==> src/rtl/pool_feeder.sv <==
// -----------------------------------------------------------------------------
// pool_feeder
//
// Producer end of the pooling datapath. Walks a single-channel fp16 feature
// map window by window, streams each k x k window to a pooling unit, captures
// the unit's result and writes it to the output buffer.
//
// Ports
//   clk, rst            clock, synchronous active-low reset
//   start               one-cycle job start (ignored while busy)
//   cfg_*               job configuration, latched on start in IDLE
//   busy, done, err     job status; err is valid with done, held until next start
//   rd_en/rd_addr       input memory read request
//   rd_data             read data, valid RD_LAT cycles after rd_en
//   pool_ready, op_num  window start and remaining-op count to the pooling unit
//   pool_data*          element beat stream (valid/ack)
//   pool_valid/result   pooling unit result (sticky until cleared)
//   pool_clr            one-cycle clear to the pooling unit
//   wr_en/addr/data     output buffer write
// -----------------------------------------------------------------------------
module pool_feeder #(
  parameter int DATA_W     = 16,
  parameter int ADDR_W     = 16,
  parameter int RD_LAT     = 2,
  parameter int FIFO_DEPTH = 4
) (
  input  logic              clk,
  input  logic              rst,
  input  logic              start,
  input  logic [7:0]        cfg_in_w,
  input  logic [7:0]        cfg_in_h,
  input  logic [3:0]        cfg_k,
  input  logic [3:0]        cfg_stride,
  input  logic [ADDR_W-1:0] cfg_base_in,
  input  logic [ADDR_W-1:0] cfg_base_out,
  output logic              busy,
  output logic              done,
  output logic              err,
  output logic              rd_en,
  output logic [ADDR_W-1:0] rd_addr,
  input  logic [DATA_W-1:0] rd_data,
  output logic              pool_ready,
  output logic [31:0]       op_num,
  output logic [DATA_W-1:0] pool_data,
  output logic              pool_data_valid,
  input  logic              pool_data_ack,
  input  logic              pool_valid,
  input  logic [DATA_W-1:0] pool_result,
  output logic              pool_clr,
  output logic              wr_en,
  output logic [ADDR_W-1:0] wr_addr,
  output logic [DATA_W-1:0] wr_data
);

  localparam int PTR_W = (FIFO_DEPTH > 1) ? $clog2(FIFO_DEPTH) : 1;
  localparam int CNT_W = PTR_W + 1;

  typedef enum logic [2:0] {
    S_IDLE,
    S_CHECK,
    S_LAUNCH,
    S_STREAM,
    S_WAIT_RES,
    S_WRITE,
    S_DONE
  } state_t;

  state_t state, state_d;

  // Latched job configuration
  logic [7:0]        in_w_q, in_h_q;
  logic [3:0]        k_q, stride_q;
  logic [ADDR_W-1:0] base_in_q, base_out_q;

  // Derived per-job constants
  logic [7:0]        kk_q;        // k*k elements per window
  logic [ADDR_W-1:0] row_step_q;  // stride*in_w: address step between window rows

  // Window walk: origin coordinates and their addresses, tracked incrementally
  logic [7:0]        ox_org, oy_org;
  logic [ADDR_W-1:0] win_addr;      // address of current window's top-left element
  logic [ADDR_W-1:0] win_row_addr;  // address of current window row's first origin
  logic [ADDR_W-1:0] out_addr;      // output address; windows are written in row-major order

  // Element walk inside a window
  logic [3:0]        kx, ky;
  logic [ADDR_W-1:0] rd_row_addr;
  logic [7:0]        rd_cnt, pop_cnt;

  // Read-latency tracking and beat FIFO
  logic [RD_LAT-1:0] rd_pipe;
  logic [DATA_W-1:0] fifo_mem [FIFO_DEPTH];
  logic [PTR_W-1:0]  fifo_wr_ptr, fifo_rd_ptr;
  logic [CNT_W-1:0]  fifo_cnt;

  logic [DATA_W-1:0] result_q;
  logic              err_q;

  logic              cfg_bad;
  logic              x_fits, y_fits;
  logic              can_issue;
  logic              push, pop;
  logic [31:0]       inflight, occupancy;

  // ---------------------------------------------------------------------------
  // Combinational helpers
  // ---------------------------------------------------------------------------
  assign cfg_bad = (k_q == 4'd0) || (stride_q == 4'd0) ||
                   ({4'd0, k_q} > in_w_q) || ({4'd0, k_q} > in_h_q);

  // Next origin still fits when next_origin + k <= dim (10 bits avoid overflow)
  assign x_fits = ({2'b00, ox_org} + {6'd0, stride_q} + {6'd0, k_q}) <= {2'b00, in_w_q};
  assign y_fits = ({2'b00, oy_org} + {6'd0, stride_q} + {6'd0, k_q}) <= {2'b00, in_h_q};

  always_comb begin
    inflight = 32'd0;
    for (int i = 0; i < RD_LAT; i++) begin
      inflight = inflight + 32'(rd_pipe[i]);
    end
    occupancy = 32'(fifo_cnt) + inflight;
  end

  // Reads already in flight reserve their FIFO slot, so the FIFO cannot overflow
  assign can_issue = occupancy < 32'(FIFO_DEPTH);

  assign pool_data_valid = (fifo_cnt != '0);
  assign pool_data       = pool_data_valid ? fifo_mem[fifo_rd_ptr] : '0;
  assign push            = rd_pipe[RD_LAT-1];
  assign pop             = pool_data_valid && pool_data_ack;

  // ---------------------------------------------------------------------------
  // Next-state and outputs
  // ---------------------------------------------------------------------------
  always_comb begin
    // NOTE: every output gets a default before the case so no path leaves a
    // signal unassigned, which would otherwise infer a latch.
    state_d    = state;
    rd_en      = 1'b0;
    rd_addr    = '0;
    pool_ready = 1'b0;
    op_num     = 32'd0;
    pool_clr   = 1'b0;
    wr_en      = 1'b0;
    wr_addr    = '0;
    wr_data    = '0;

    unique case (state)
      S_IDLE: begin
        if (start) state_d = S_CHECK;
      end
      S_CHECK: begin
        state_d = cfg_bad ? S_DONE : S_LAUNCH;
      end
      S_LAUNCH: begin
        pool_ready = 1'b1;
        op_num     = 32'(kk_q) - 32'd1;
        state_d    = S_STREAM;
      end
      S_STREAM: begin
        op_num = 32'(kk_q) - 32'd1;
        if ((rd_cnt != kk_q) && can_issue) begin
          rd_en   = 1'b1;
          rd_addr = rd_row_addr + ADDR_W'(kx);
        end
        if ((rd_cnt == kk_q) && (pop_cnt == kk_q)) state_d = S_WAIT_RES;
      end
      S_WAIT_RES: begin
        op_num = 32'(kk_q) - 32'd1;
        if (pool_valid) state_d = S_WRITE;
      end
      S_WRITE: begin
        op_num   = 32'(kk_q) - 32'd1;
        pool_clr = 1'b1;
        wr_en    = 1'b1;
        wr_addr  = out_addr;
        wr_data  = result_q;
        state_d  = (!x_fits && !y_fits) ? S_DONE : S_LAUNCH;
      end
      S_DONE: begin
        state_d = S_IDLE;
      end
      default: state_d = S_IDLE;
    endcase
  end

  assign busy = (state != S_IDLE);
  assign done = (state == S_DONE);
  assign err  = err_q;

  // ---------------------------------------------------------------------------
  // Control and address registers
  // ---------------------------------------------------------------------------
  always_ff @(posedge clk) begin
    // NOTE: sequential state uses non-blocking assignments so every register
    // samples pre-edge values regardless of statement order.
    if (!rst) begin
      state        <= S_IDLE;
      in_w_q       <= '0;
      in_h_q       <= '0;
      k_q          <= '0;
      stride_q     <= '0;
      base_in_q    <= '0;
      base_out_q   <= '0;
      kk_q         <= '0;
      row_step_q   <= '0;
      ox_org       <= '0;
      oy_org       <= '0;
      win_addr     <= '0;
      win_row_addr <= '0;
      out_addr     <= '0;
      kx           <= '0;
      ky           <= '0;
      rd_row_addr  <= '0;
      rd_cnt       <= '0;
      pop_cnt      <= '0;
      result_q     <= '0;
      err_q        <= 1'b0;
    end else begin
      state <= state_d;
      unique case (state)
        S_IDLE: begin
          if (start) begin
            in_w_q     <= cfg_in_w;
            in_h_q     <= cfg_in_h;
            k_q        <= cfg_k;
            stride_q   <= cfg_stride;
            base_in_q  <= cfg_base_in;
            base_out_q <= cfg_base_out;
            err_q      <= 1'b0;
          end
        end
        S_CHECK: begin
          err_q        <= cfg_bad;
          kk_q         <= {4'd0, k_q} * {4'd0, k_q};
          row_step_q   <= ADDR_W'({8'd0, stride_q} * {4'd0, in_w_q});
          ox_org       <= '0;
          oy_org       <= '0;
          win_addr     <= base_in_q;
          win_row_addr <= base_in_q;
          out_addr     <= base_out_q;
        end
        S_LAUNCH: begin
          kx          <= '0;
          ky          <= '0;
          rd_row_addr <= win_addr;
          rd_cnt      <= '0;
          pop_cnt     <= '0;
        end
        S_STREAM: begin
          if (rd_en) begin
            rd_cnt <= rd_cnt + 8'd1;
            if (kx == k_q - 4'd1) begin
              kx          <= '0;
              ky          <= ky + 4'd1;
              rd_row_addr <= rd_row_addr + ADDR_W'(in_w_q);
            end else begin
              kx <= kx + 4'd1;
            end
          end
          if (pop) pop_cnt <= pop_cnt + 8'd1;
        end
        S_WAIT_RES: begin
          // Only sampled here, after every beat of the window has been popped
          if (pool_valid) result_q <= pool_result;
        end
        S_WRITE: begin
          out_addr <= out_addr + ADDR_W'(1);
          if (x_fits) begin
            ox_org   <= ox_org + {4'd0, stride_q};
            win_addr <= win_addr + ADDR_W'(stride_q);
          end else if (y_fits) begin
            ox_org       <= '0;
            oy_org       <= oy_org + {4'd0, stride_q};
            win_row_addr <= win_row_addr + row_step_q;
            win_addr     <= win_row_addr + row_step_q;
          end
        end
        default: ;
      endcase
    end
  end

  // ---------------------------------------------------------------------------
  // Read-latency pipe and FIFO pointers. Clearing rd_pipe on reset discards any
  // read data still in flight.
  // ---------------------------------------------------------------------------
  always_ff @(posedge clk) begin
    if (!rst) begin
      rd_pipe     <= '0;
      fifo_wr_ptr <= '0;
      fifo_rd_ptr <= '0;
      fifo_cnt    <= '0;
    end else begin
      rd_pipe  <= (rd_pipe << 1) | RD_LAT'(rd_en);
      fifo_cnt <= fifo_cnt + CNT_W'(push) - CNT_W'(pop);
      if (push) fifo_wr_ptr <= fifo_wr_ptr + PTR_W'(1);
      if (pop)  fifo_rd_ptr <= fifo_rd_ptr + PTR_W'(1);
    end
  end

  // NOTE: FIFO storage is deliberately not reset; the cleared count makes stale
  // entries unreachable and pool_data is gated to zero while empty.
  always_ff @(posedge clk) begin
    if (push) fifo_mem[fifo_wr_ptr] <= rd_data;
  end

endmodule

==> config.mk <==
export PLATFORM = sky130hd
export DESIGN_NAME = pool_feeder
export DESIGN_NICKNAME = d
export VERILOG_FILES = /design/src/rtl/pool_feeder.sv
export SDC_FILE = /design/constraint.sdc
export NUM_CORES = 1
export LEC_CHECK = 0
export CAP_MARGIN = 20
export CORE_MARGIN = 1.5
export CORE_UTILIZATION = 60
export DETAILED_ROUTE_END_ITERATION = 7
export HOLD_SLACK_MARGIN = 0.1
export PLACE_DENSITY = 0.85
export SYNTH_ARGS = -nofsm -noshare
export SYNTH_HDL_FRONTEND = slang
export SYNTH_SLANG_ARGS = --single-unit
==> constraint.sdc <==
create_clock -name clk -period 11.8 [get_ports clk]
set_clock_uncertainty 0.2 [all_clocks]
set_input_delay 1.77 -clock clk [delete_from_list [all_inputs] [get_ports clk]]
set_output_delay 1.77 -clock clk [all_outputs]
set_load 0.05 [all_outputs]
Word level (Yosys, flattened, before mapping). Memories as Yosys holds them, arrays and structs flattened. A register that Yosys moved wholly into a read port is not among the register bits. Index checks and enable logic that the tools add are counted.

Output and inout port bits: 104. Memories kept: 1. Register bits: 205. Bits in writable memories: 64. Logic and storage cells: 145. Input port bits: 93.

Add/sub/neg operators: 22. Multipliers: 2. Magnitude comparators: 5. Eq/ne operators: 19. Bitwise gates (word level): 1. Mux-type cells: 44. Reductions and logical operators: 27.

Memories: fifo_mem (words 4, bits a word 16, read ports 1, clocked after Yosys merged registers in 1, write ports 1, RTL line 92) `logic [DATA_W-1:0] fifo_mem [FIFO_DEPTH];`.

Operators with widths (number): $mux 16 (10); $pmux 16 s2 (4); $pmux 8 s2 (4); $mux 8 (6); $add 16x4->16 (2); $mux 32 (1); $add 9x4->10 (2); $le 10x8->1 (2); $add 8x4->9 (2); $pmux 3 s6 (1); $add 16x1->16 const B (1); $add 16x12->16 (1); $add 16x8->16 (1); $add 8x1->8 const B (2); $add 8x4->8 (2); $eq 8x8->1 (2); $gt 4x8->1 (2); $ne 2x2->1 const B (8); $mux 3 (5); $mul 4x8->12 (1); $reduce_and 2->1 (6); $eq 3x3->1 const B (3); $reduce_and 3->1 (3); $sub 8x1->9 const B (1); other kinds (28) (48).

Depth between registers and ports, before layout. Gate-level depths: netlist of run 1.

Depth after elaboration: 8. Depth in mapped cells: 22. Depth with buffers taken out: 20.

Worst setup path after synthesis of run 1. Ideal clock, no wire load.

Kind: reg2out. Start point: reg state[2]. End point: out op_num[10]. Path buffers: 2. Data required time: 9.830 ns. Arrival time: 3.615 ns. Setup slack: 6.215 ns. Cell stages (with the launch flop): 5. Path through: dfxtp_1 > clkbuf_1 > xnor2_1 > nor3_1 > buf_4.

Cells in the longest elaborated chain, start to end: 3. Elaborated cells between the ends (all ways): 6. Classes of those cells: eq/ne: 4; mux: 1; reduce/logical: 1.

Ends and longest elaborated chain: start, declared (RTL line 68) `state_t state, state_d;`; start signal, assigned (RTL line 219) `state <= state_d;`; $eq 3x3->1 or $eq 3x2->1 (tied branches) (RTL line 147) `unique case (state)`; $reduce_or 4->1 (no source line) *; $mux 32 *; end, declared (RTL line 43) `output logic [31:0] op_num,`.

Every way passes the cells marked *; elsewhere a longest branch is shown, timed or not.

Worst setup path in the final report of run 1.
Start point: reg stride_q[1]. End point: reg oy_org[2].

Cells in the longest elaborated chain, start to end: 5. Elaborated cells between the ends (all ways): 13. Classes of those cells: add/sub: 5; order compare: 2; eq/ne: 2; mux: 3; reduce/logical: 1.

Ends and longest elaborated chain: start, declared (RTL line 72) `logic [3:0] k_q, stride_q;`; start signal, assigned (RTL line 226) `stride_q <= cfg_stride;`; $add 8x4->9 (on tied branches) (RTL line 113, 112); $add 9x4->10 (on tied branches) (RTL line 113, 112); $le 10x8->1 (on tied branches) (RTL line 113, 112); $ne 2x2->1 (no source line); $reduce_and 3->1 (no source line); end signal, assigned (RTL line 273) `oy_org <= oy_org + {4'd0, stride_q};`; end, declared (RTL line 80) `logic [7:0] ox_org, oy_org;`.

Parallel ways exist; a longest one is shown, timed or not. The select of a mux whose other input is x is not followed. A chain may end at the register's enable or synchronous reset.

==> impl_metrics.env, run 1 <==
export IMPL_cp_required_ns=12.08
export IMPL_r2r_slack_ns=5.95
export IMPL_area_growth_pct=18.55
export IMPL_slew_viol_final=0
export IMPL_cts_setup_buffers=0
export IMPL_fin_setup_tns_ns=0
export IMPL_insertion_delay_ns=0.57
export IMPL_min_from="result_q[10]$_SDFFE_PN0P_"
export IMPL_synth_area_leaders="dfxtp_1 (26%), edfxtp_1 (12%), ha_1 (8.2%)"
export IMPL_num_vias=13820
export IMPL_post_route_util_pct=72.36
export IMPL_firstDrtPassIters=7
export IMPL_cts_htree_levels=1
export IMPL_die_w_um=165.8
export IMPL_core_rowCount=59
export IMPL_grt_pass1_vias=13450
export IMPL_crit_fanout=24
export IMPL_hold_viol=0
export IMPL_grt_max_degree=75
export IMPL_clk_path_buf_depth=3
export IMPL_end_kind="flip-flop"
export IMPL_run_status="finished clean"
export IMPL_port_buffer_count=196
export IMPL_place_area_sq_mm=0.01780
export IMPL_cts_tree="done"
export IMPL_period_needed_ns=5.854
export IMPL_max_cap_viol_count=0
export IMPL_ys_flop_type="dfxtp_1"
export IMPL_ir_drop_v=0.0002459
export IMPL_ys_warn_count=0
export IMPL_wl_mm=42.31
export IMPL_cts_buffers=29
export IMPL_syn_nets=2061
export IMPL_nNetsFinal=2184
export IMPL_critPathKind="flip-flop to flip-flop"
export IMPL_initialDrtViolationCount=1180
export IMPL_cts_hold_buf=0
export IMPL_rsz0062_at_grt="no"
export IMPL_place_ws_ns=6.018
export IMPL_vias_per_cell=5.968
export IMPL_grtUsageTotal_pct=30.11
export IMPL_netlist_area_sq_mm=0.01591
export IMPL_ys_async_sr_fraction_pct=0
export IMPL_dieArea_sq_mm=0.02749
export IMPL_synth_top_area_cell="dfxtp_1"
export IMPL_start_util_pct=61.04
export IMPL_final_cell_area_sq_mm=0.01886
export IMPL_wl_per_cell_um=18.27
export IMPL_synth_edf_count=64
export IMPL_die_h_um=165.8
export IMPL_setup_ws_ns=5.946
export IMPL_holdPathEnd="result_q[10]$_SDFFE_PN0P_"
export IMPL_ys_ff_latch=270
export IMPL_place_congestion=0.9258
export IMPL_power_leakage_nw=7.299
export IMPL_final_common_cell="nand2_1"
export IMPL_antenna_found_initial=0
export IMPL_synth_top_area_share_pct=25.93
export IMPL_period_share_pct=49.61
export IMPL_fmax_ghz=0.1708
export IMPL_synth_area_per_cell_sq_um=8.668
export IMPL_startpoint_type="flip-flop"
export IMPL_grt_pass1_wl_mm=68.14
export IMPL_overflow=0
export IMPL_r2r_start="stride_q[1]$_SDFFE_PN0P_"
export IMPL_ios=197
export IMPL_tightest_slew_ns=1.020
export IMPL_place_hpwl_mm=29.52
export IMPL_worstRegToRegCells=20
export IMPL_coreArea_sq_mm=0.02606
export IMPL_layout_drive_gt1_share_pct=5.401
export IMPL_slew_headroom_pct=31.11
export IMPL_power_density_mw_per_mm2=165.5
export IMPL_root_buffer="clkbuf_16"
export IMPL_netlist_instances=1835
export IMPL_hold_depth=2
export IMPL_min_path_type="flip-flop to flip-flop"
export IMPL_hold_slack_ns=0.2512
export IMPL_synth_cell_types=81
export IMPL_seq_area_frac_synth_pct=38.01
export IMPL_reg2reg_to="oy_org[2]$_SDFFE_PN0P_"
export IMPL_diodes=0
export IMPL_cp_arrival_ns=6.13
export IMPL_drcViolationCount=0
export IMPL_path_clk_slew_ns=0.06
export IMPL_mostFrequentLayoutCells="nand2_1 (313), dfxtp_1 (206), clkdlybuf4s50_1 (196), a21oi_1 (178), nor2_1 (134)"
export IMPL_cts_sink_count=270
export IMPL_finalSetupViolCount=0
export IMPL_antenna_left=0
export IMPL_cts_resized=0
[cell usage after synthesis (8+ instances only)]
cell type  count
a211oi_1      17
a21o_1        22
a21oi_1      178
a22oi_1        8
a31oi_1       14
and2_1        80
and3_1        17
buf_2          8
buf_4         25
clkbuf_1      76
dfxtp_1      206
edfxtp_1      64
fa_1          29
ha_1         104
inv_1         87
mux2i_1       12
mux4_2        16
nand2_1      314
nand3_1       39
nand4_1       11
nor2_1       135
nor2b_1       18
nor3_1        21
o21a_1        17
o21ai_0       66
o21bai_1       8
or3_1          9
xnor2_1       66
xor2_1        41
[critical path, stage by stage, from the launching register on]
cell	delay [ns]
dfxtp_1	0.74
inv_1	0.30
fa_1	0.52
inv_1	0.07
ha_1	0.17
inv_1	0.06
fa_1	0.40
inv_1	0.08
a21oi_1	0.06
o21bai_1	0.22
nand3_1	0.13
xnor2_1	0.15
ha_1	0.32
a211o_1	0.30
a21oi_1	0.12
a31oi_1	0.09
a41oi_1	0.44
a21oi_1	0.16
nor2_2	0.80
nand3_1	0.19
a21oi_1	0.22
[metal layers]
layer  share of wire [%]  vias up  track usage (%)
met3                 8.1      113            5.315
met5                   0        -                0
met1                  41     6560            37.88
met4                 3.7        0            12.06
met2                  48      598            51.36
li1                    -     6550                -
[power by group]
| part | internal [mW] | leakage (nW) | switching (mW) |
|---|---|---|---|
| logic | 0.395 | 4.59 | 0.685 |
| clock network | 0.541 | 0.464 | 0.396 |
| registers | 1.01 | 2.25 | 0.0954 |
[worst max path at each step]
stage	from	end	slack, ns	cells past startpoint
after detailed placement	stride_q[1]$_SDFFE_PN0P_	win_row_addr[14]$_SDFFE_PN0P_	6.02	20
final	stride_q[1]$_SDFFE_PN0P_	oy_org[2]$_SDFFE_PN0P_	5.95	20
after CTS	stride_q[1]$_SDFFE_PN0P_	win_row_addr[14]$_SDFFE_PN0P_	6.00	20
after global placement	stride_q[1]$_SDFFE_PN0P_	win_row_addr[14]$_SDFFE_PN0P_	6.25	20
after global routing	stride_q[1]$_SDFFE_PN0P_	win_row_addr[8]$_SDFFE_PN0P_	5.58	20
after floorplan	state[2]$_SDFFE_PN0P_	op_num[10]	6.21	4
[per-stage QoR]
step / instances / power, mW
finish: 2316 / 3.121
global route: 2316 / 3.247
CTS: 2313 / 3.112
detailed placement: 2259 / 2.174
global placement: 2259 / 2.144
floorplan: 1835 / 1.877
[flip-flops by register name, summed over array words and instances (netlist names), 16 cells and up, named ones only]
register	cells
out_addr	16
result_q	16
rd_row_addr	16
win_addr	16
base_out_q	16
win_row_addr	16
base_in_q	16
fifo_mem	64
[cell type report]
| cell class | count | area, sq um |
|---|---|---|
| clock inverter | 19 | 210.2 |
| clock buffer | 35 | 778.2 |
| multi-input combinational | 1355 | 8932 |
| tap | 335 | 419.2 |
| inverter | 88 | 332.8 |
| fill | 1942 | 7203 |
| timing repair buffer | 214 | 2137 |
| sequential | 270 | 6046 |
[kinds of logic after synthesis]
family / Yosys count / share of synthesized area (%)
and+or+nand+nor: 679 / 19.41
xor gates and xnor gates: 107 / 5.892
adders and majority gates: 133 / 11.83
DFF: 270 / 38.01
muxes: 29 / 3.092
AOI/OAI and AO/OA: 407 / 15.83
buffers and inverters: 210 / 5.931
Note: power is estimated with default switching activity, not from simulation.
==> run 2: changes to the inputs <==
--- a/config.mk
+++ b/config.mk
@@ -7,10 +7,10 @@
 export LEC_CHECK = 0
 export CAP_MARGIN = 20
 export CORE_MARGIN = 1.5
-export CORE_UTILIZATION = 60
+export CORE_UTILIZATION = 57
 export DETAILED_ROUTE_END_ITERATION = 7
 export HOLD_SLACK_MARGIN = 0.1
-export PLACE_DENSITY = 0.85
+export PLACE_DENSITY = 0.82
 export SYNTH_ARGS = -nofsm -noshare
 export SYNTH_HDL_FRONTEND = slang
 export SYNTH_SLANG_ARGS = --single-unit
==> constraint.sdc (replaced) <==
create_clock -name clk -period 5.9 [get_ports clk]
set_clock_uncertainty 0.2 [all_clocks]
set_input_delay 0.885 -clock clk [delete_from_list [all_inputs] [get_ports clk]]
set_output_delay 0.885 -clock clk [all_outputs]
set_load 0.05 [all_outputs]
==> impl_metrics.env, run 2 (synthesis gave the netlist of run 1 again) <==
export IMPL_run_status="finished clean"
export IMPL_num_vias=13750
export IMPL_place_congestion=0.9258
export IMPL_place_area_sq_mm=0.01821
export IMPL_nNetsFinal=2191
export IMPL_r2r_start="k_q[1]$_SDFFE_PN0P_"
export IMPL_area_growth_pct=20.48
export IMPL_worstRegToRegCells=20
export IMPL_final_cells=2359
export IMPL_root_buffer="clkbuf_16"
export IMPL_end_kind="flip-flop"
export IMPL_wl_per_cell_um=17.78
export IMPL_slew_headroom_pct=35.16
export IMPL_die_w_um=170.0
export IMPL_total_power_mw=6.122
export IMPL_final_cell_area_sq_mm=0.01916
export IMPL_place_ws_ns=0.5534
export IMPL_fin_setup_tns_ns=0
export IMPL_reg2reg_to="win_addr[2]$_SDFFE_PN0P_"
export IMPL_path_clk_slew_ns=0.06
export IMPL_period_needed_ns=5.400
export IMPL_fmax_ghz=0.1852
export IMPL_period_share_pct=91.53
export IMPL_top_register="fifo_mem"
export IMPL_cts_tree="done"
export IMPL_core_rowCount=60
export IMPL_ios=197
export IMPL_port_buffer_count=196
export IMPL_ir_drop_v=0.0002309
export IMPL_layout_drive_gt1_share_pct=7.096
export IMPL_hold_slack_ns=0.2498
export IMPL_grt_pass1_wl_mm=66.80
export IMPL_largest_reg_flops=64
export IMPL_fillers=2111
export IMPL_overflow=0
export IMPL_rsz0062_at_grt="no"
export IMPL_cp_arrival_ns=5.66
export IMPL_holdPathEnd="result_q[12]$_SDFFE_PN0P_"
export IMPL_cts_hold_buf=0
export IMPL_max_cap_viol_count=0
export IMPL_cts_setup_buffers=0
export IMPL_hold_viol=0
export IMPL_cts_buffers=28
export IMPL_cts_sink_count=270
export IMPL_firstDrtPassIters=6
export IMPL_mostFrequentLayoutCells="nand2_1 (313), dfxtp_1 (206), a21oi_1 (178), clkdlybuf4s50_1 (165), nor2_1 (135)"
export IMPL_crit_fanout=21
export IMPL_dp_cells=2305
export IMPL_critPathKind="flip-flop to flip-flop"
export IMPL_min_from="result_q[12]$_SDFFE_PN0P_"
export IMPL_setup_ws_ns=0.4998
export IMPL_power_density_mw_per_mm2=319.5
export IMPL_start_util_pct=58.53
export IMPL_tightest_slew_ns=0.9726
export IMPL_vias_per_cell=5.829
export IMPL_grt_pass1_vias=13250
export IMPL_die_h_um=170.0
export IMPL_wl_mm=41.95
export IMPL_hold_depth=2
export IMPL_grtUsageTotal_pct=28.72
export IMPL_r2r_slack_ns=0.50
export IMPL_cp_required_ns=6.16
export IMPL_diodes=0
export IMPL_finalSetupViolCount=0
export IMPL_insertion_delay_ns=0.55
export IMPL_power_leakage_nw=7.463
export IMPL_min_path_type="flip-flop to flip-flop"
export IMPL_dieArea_sq_mm=0.02892
export IMPL_startpoint_type="flip-flop"
export IMPL_slew_viol_final=0
export IMPL_drcViolationCount=0
export IMPL_cts_resized=0
export IMPL_place_hpwl_mm=30.24
export IMPL_antenna_left=0
export IMPL_grt_max_degree=86
export IMPL_final_common_cell="nand2_1"
export IMPL_clk_path_buf_depth=3
export IMPL_cts_htree_levels=1
export IMPL_initialDrtViolationCount=1168
export IMPL_antenna_found_initial=0
export IMPL_post_route_util_pct=70.52
export IMPL_coreArea_sq_mm=0.02718
[run 2: cell types whose count changed in the layout (fill, tap and decap cells not counted), sizes merged, moves of 2 or more]
cell,delta
buf,+39
bufinv,-2
clkbuf,+3
clkdlybuf4s50,-31
clkinv,+3
clkinvlp,-5
[run 2: worst max path at each step]
| stage | from | to | slack [ns] |
|---|---|---|---|
| global placement | k_q[1]$_SDFFE_PN0P_ | win_addr[2]$_SDFFE_PN0P_ | 0.76 |
| detailed placement | k_q[1]$_SDFFE_PN0P_ | win_addr[2]$_SDFFE_PN0P_ | 0.55 |
| global route | k_q[1]$_SDFFE_PN0P_ | win_addr[2]$_SDFFE_PN0P_ | 0.17 |
| finish | k_q[1]$_SDFFE_PN0P_ | win_addr[2]$_SDFFE_PN0P_ | 0.50 |
| floorplan | stride_q[1]$_SDFFE_PN0P_ | oy_org[7]$_SDFFE_PN0P_ | 1.13 |
| CTS | k_q[1]$_SDFFE_PN0P_ | win_addr[2]$_SDFFE_PN0P_ | 0.53 |
[run 2: layout make-up]
class | count | area (sq um) | share of cell area (%)
repair buffers | 222 | 2479 | 12.93
flip-flops and latches | 270 | 6046 | 31.55
well taps | 372 | 465.4 | 2.429
clock buffers | 38 | 800.8 | 4.179
clock inverters | 14 | 110.1 | 0.5746
multi-input cells | 1355 | 8930 | 46.60
inverters | 88 | 332.8 | 1.737
[run 2: layer usage]
metal	up-vias	GRT usage, %	part of all wire (%)
met2	582	48.40	47
met1	6503	36.04	40
met5	-	0	0
met4	0	12.74	4.4
li1	6557	-	-
met3	109	5.093	8.0
[run 2: power breakdown]
group	switching, mW	leakage (nW)	internal, mW
registers	0.164	2.25	2.02
logic	1.38	4.77	0.810
clock network	0.750	0.447	0.997
[run 2: worst max-delay path, cell delays in order, from the launching register on]
cell,delay [ns]
dfxtp_1,0.51
inv_1,0.21
fa_1,0.51
inv_1,0.07
ha_1,0.17
inv_1,0.06
fa_1,0.40
inv_1,0.07
a21oi_1,0.06
o21bai_1,0.20
nand3_1,0.12
xnor2_1,0.15
ha_1,0.30
a211o_1,0.30
a21oi_1,0.13
a31oi_1,0.10
a41oi_1,0.63
nand2b_1,0.22
o21a_1,0.54
nand2_1,0.15
o21ai_0,0.21
==> run 3: changes to the inputs <==
--- a/config.mk
+++ b/config.mk
@@ -10,7 +10,7 @@
 export CORE_UTILIZATION = 57
 export DETAILED_ROUTE_END_ITERATION = 7
 export HOLD_SLACK_MARGIN = 0.1
-export PLACE_DENSITY = 0.82
+export PLACE_DENSITY = 0.83
 export SYNTH_ARGS = -nofsm -noshare
 export SYNTH_HDL_FRONTEND = slang
 export SYNTH_SLANG_ARGS = --single-unit
==> impl_metrics.env, run 3 (synthesis gave the netlist of run 1 again) <==
export IMPL_final_cells=2358
export IMPL_rsz0062_at_grt="no"
export IMPL_wl_mm=41.33
export IMPL_tightest_slew_ns=0.9774
export IMPL_largest_reg_flops=64
export IMPL_cts_sink_count=270
export IMPL_power_density_mw_per_mm2=315.0
export IMPL_antenna_left=0
export IMPL_min_path_type="flip-flop to flip-flop"
export IMPL_ir_drop_v=0.0001837
export IMPL_post_route_util_pct=70.29
export IMPL_slew_viol_final=0
export IMPL_cp_arrival_ns=5.73
export IMPL_diodes=0
export IMPL_fmax_ghz=0.1829
export IMPL_end_kind="flip-flop"
export IMPL_port_buffer_count=196
export IMPL_crit_fanout=21
export IMPL_final_common_cell="nand2_1"
export IMPL_root_buffer="clkbuf_16"
export IMPL_cts_setup_buffers=0
export IMPL_place_hpwl_mm=29.75
export IMPL_ios=197
export IMPL_worstRegToRegCells=20
export IMPL_coreArea_sq_mm=0.02718
export IMPL_top_register="fifo_mem"
export IMPL_hold_slack_ns=0.2483
export IMPL_place_congestion=0.9238
export IMPL_start_util_pct=58.53
export IMPL_grtUsageTotal_pct=28.58
export IMPL_clk_path_buf_depth=3
export IMPL_grt_max_degree=105
export IMPL_overflow=0
export IMPL_antenna_found_initial=0
export IMPL_nNetsFinal=2190
export IMPL_die_w_um=170.0
export IMPL_cts_hold_buf=0
export IMPL_core_rowCount=60
export IMPL_mostFrequentLayoutCells="nand2_1 (313), dfxtp_1 (206), a21oi_1 (178), clkdlybuf4s50_1 (165), nor2_1 (135)"
export IMPL_cpMaxStageDelayCell="o21a_1"
export IMPL_slew_headroom_pct=34.84
export IMPL_cp_cell_sequence="inv_1 -> fa_1 -> inv_1 -> ha_1 -> inv_1 -> fa_1 -> inv_1 -> a21oi_1 -> o21bai_1 -> nand3_1 -> xnor2_1 -> ha_1 -> a211o_1 -> a21oi_1 -> a31oi_1 -> a41oi_1 -> nand2b_1 -> o21a_1 -> o21ai_0 -> a31oi_1"
export IMPL_area_growth_pct=20.09
export IMPL_cp_required_ns=6.17
export IMPL_cts_tree="done"
export IMPL_slowest_delay_ns=0.58
export IMPL_dieArea_sq_mm=0.02892
export IMPL_path_clk_slew_ns=0.07
export IMPL_vias_per_cell=5.757
export IMPL_num_vias=13580
export IMPL_hold_viol=0
export IMPL_max_cap_viol_count=0
export IMPL_wl_per_cell_um=17.53
export IMPL_total_power_mw=6.017
export IMPL_die_h_um=170.0
export IMPL_run_status="finished clean"
export IMPL_power_leakage_nw=7.432
export IMPL_fin_setup_tns_ns=0
export IMPL_initialDrtViolationCount=1128
export IMPL_cts_resized=0
export IMPL_insertion_delay_ns=0.55
export IMPL_critPathMostFrequentCell="inv_1"
export IMPL_drcViolationCount=0
export IMPL_period_share_pct=92.66
export IMPL_hold_depth=2
export IMPL_cts_buffers=28
export IMPL_finalSetupViolCount=0
export IMPL_grt_pass1_wl_mm=66.49
export IMPL_cts_htree_levels=1
export IMPL_firstDrtPassIters=5
export IMPL_startpoint_type="flip-flop"
export IMPL_layout_drive_gt1_share_pct=6.697
export IMPL_grt_pass1_vias=13180
export IMPL_critPathKind="flip-flop to flip-flop"
export IMPL_period_needed_ns=5.467
export IMPL_dp_cells=2303
[run 3: cell types whose count changed in the layout (fill, tap and decap cells not counted), sizes merged]
| cell | previous run | this run |
|---|---|---|
| clkinv | 10 | 16 |
| clkbuf | 38 | 35 |
| clkinvlp | 3 | 1 |
| buf | 57 | 56 |
| inv | 88 | 87 |
[run 3: path summary, 6_finish.rpt]
check / slack (ns) / startpoint / endpoint
setup / recovery: 0.43 / k_q[1]$_SDFFE_PN0P_ / win_addr[6]$_SDFFE_PN0P_
hold / removal: 0.25 / result_q[13]$_SDFFE_PN0P_ / result_q[13]$_SDFFE_PN0P_
setup reg to reg: 0.43 / k_q[1]$_SDFFE_PN0P_ / win_addr[6]$_SDFFE_PN0P_
hold reg to reg: 0.25 / result_q[13]$_SDFFE_PN0P_ / result_q[13]$_SDFFE_PN0P_
[run 3: final cells by class]
type | instances | area (sq um)
fill | 2061 | 8075
timing repair buffer | 221 | 2479
tap | 372 | 465.4
multi-input combinational | 1355 | 8930
clock inverter | 17 | 121.4
clock buffer | 35 | 726.9
sequential | 270 | 6046
inverter | 88 | 332.8
[run 3: per-stage QoR]
stage / area [sq um] / setup WS, ns
after floorplan: 15910 / 1.127
after global routing: 19100 / 0.1456
after global placement: 18190 / 0.8880
after CTS: 19030 / 0.5594
after detailed placement: 18190 / 0.6626
final: 19100 / 0.4331
[run 3: routing by layer]
| metal | wire length, um | up-vias | share of wire (%) | global-route usage [%] |
|---|---|---|---|---|
| li1 | - | 6563 | - | - |
| met1 | 17040 | 6368 | 41 | 36.23 |
| met2 | 19470 | 537 | 47 | 48.43 |
| met3 | 3161 | 107 | 7.6 | 4.581 |
| met4 | 1653 | 0 | 4.0 | 12.04 |
| met5 | 0 | - | 0 | 0 |
[run 3: worst max-delay path: cells and delay by family, from the launching register on]
kind / cells / cell delay [ns]
compound gates: 9 / 2.32
xor+xnor: 1 / 0.19
fa+ha+maj: 4 / 1.38
buf+inv: 4 / 0.43
flops: 1 / 0.51
simple gates: 2 / 0.35
[run 3: power by group]
part / leakage (nW) / switching, mW / internal, mW
Sequential: 2.25 / 0.157 / 2.02
Combinational: 4.76 / 1.37 / 0.802
Clock: 0.418 / 0.749 / 0.919
Total: 7.43 / 2.28 / 3.74
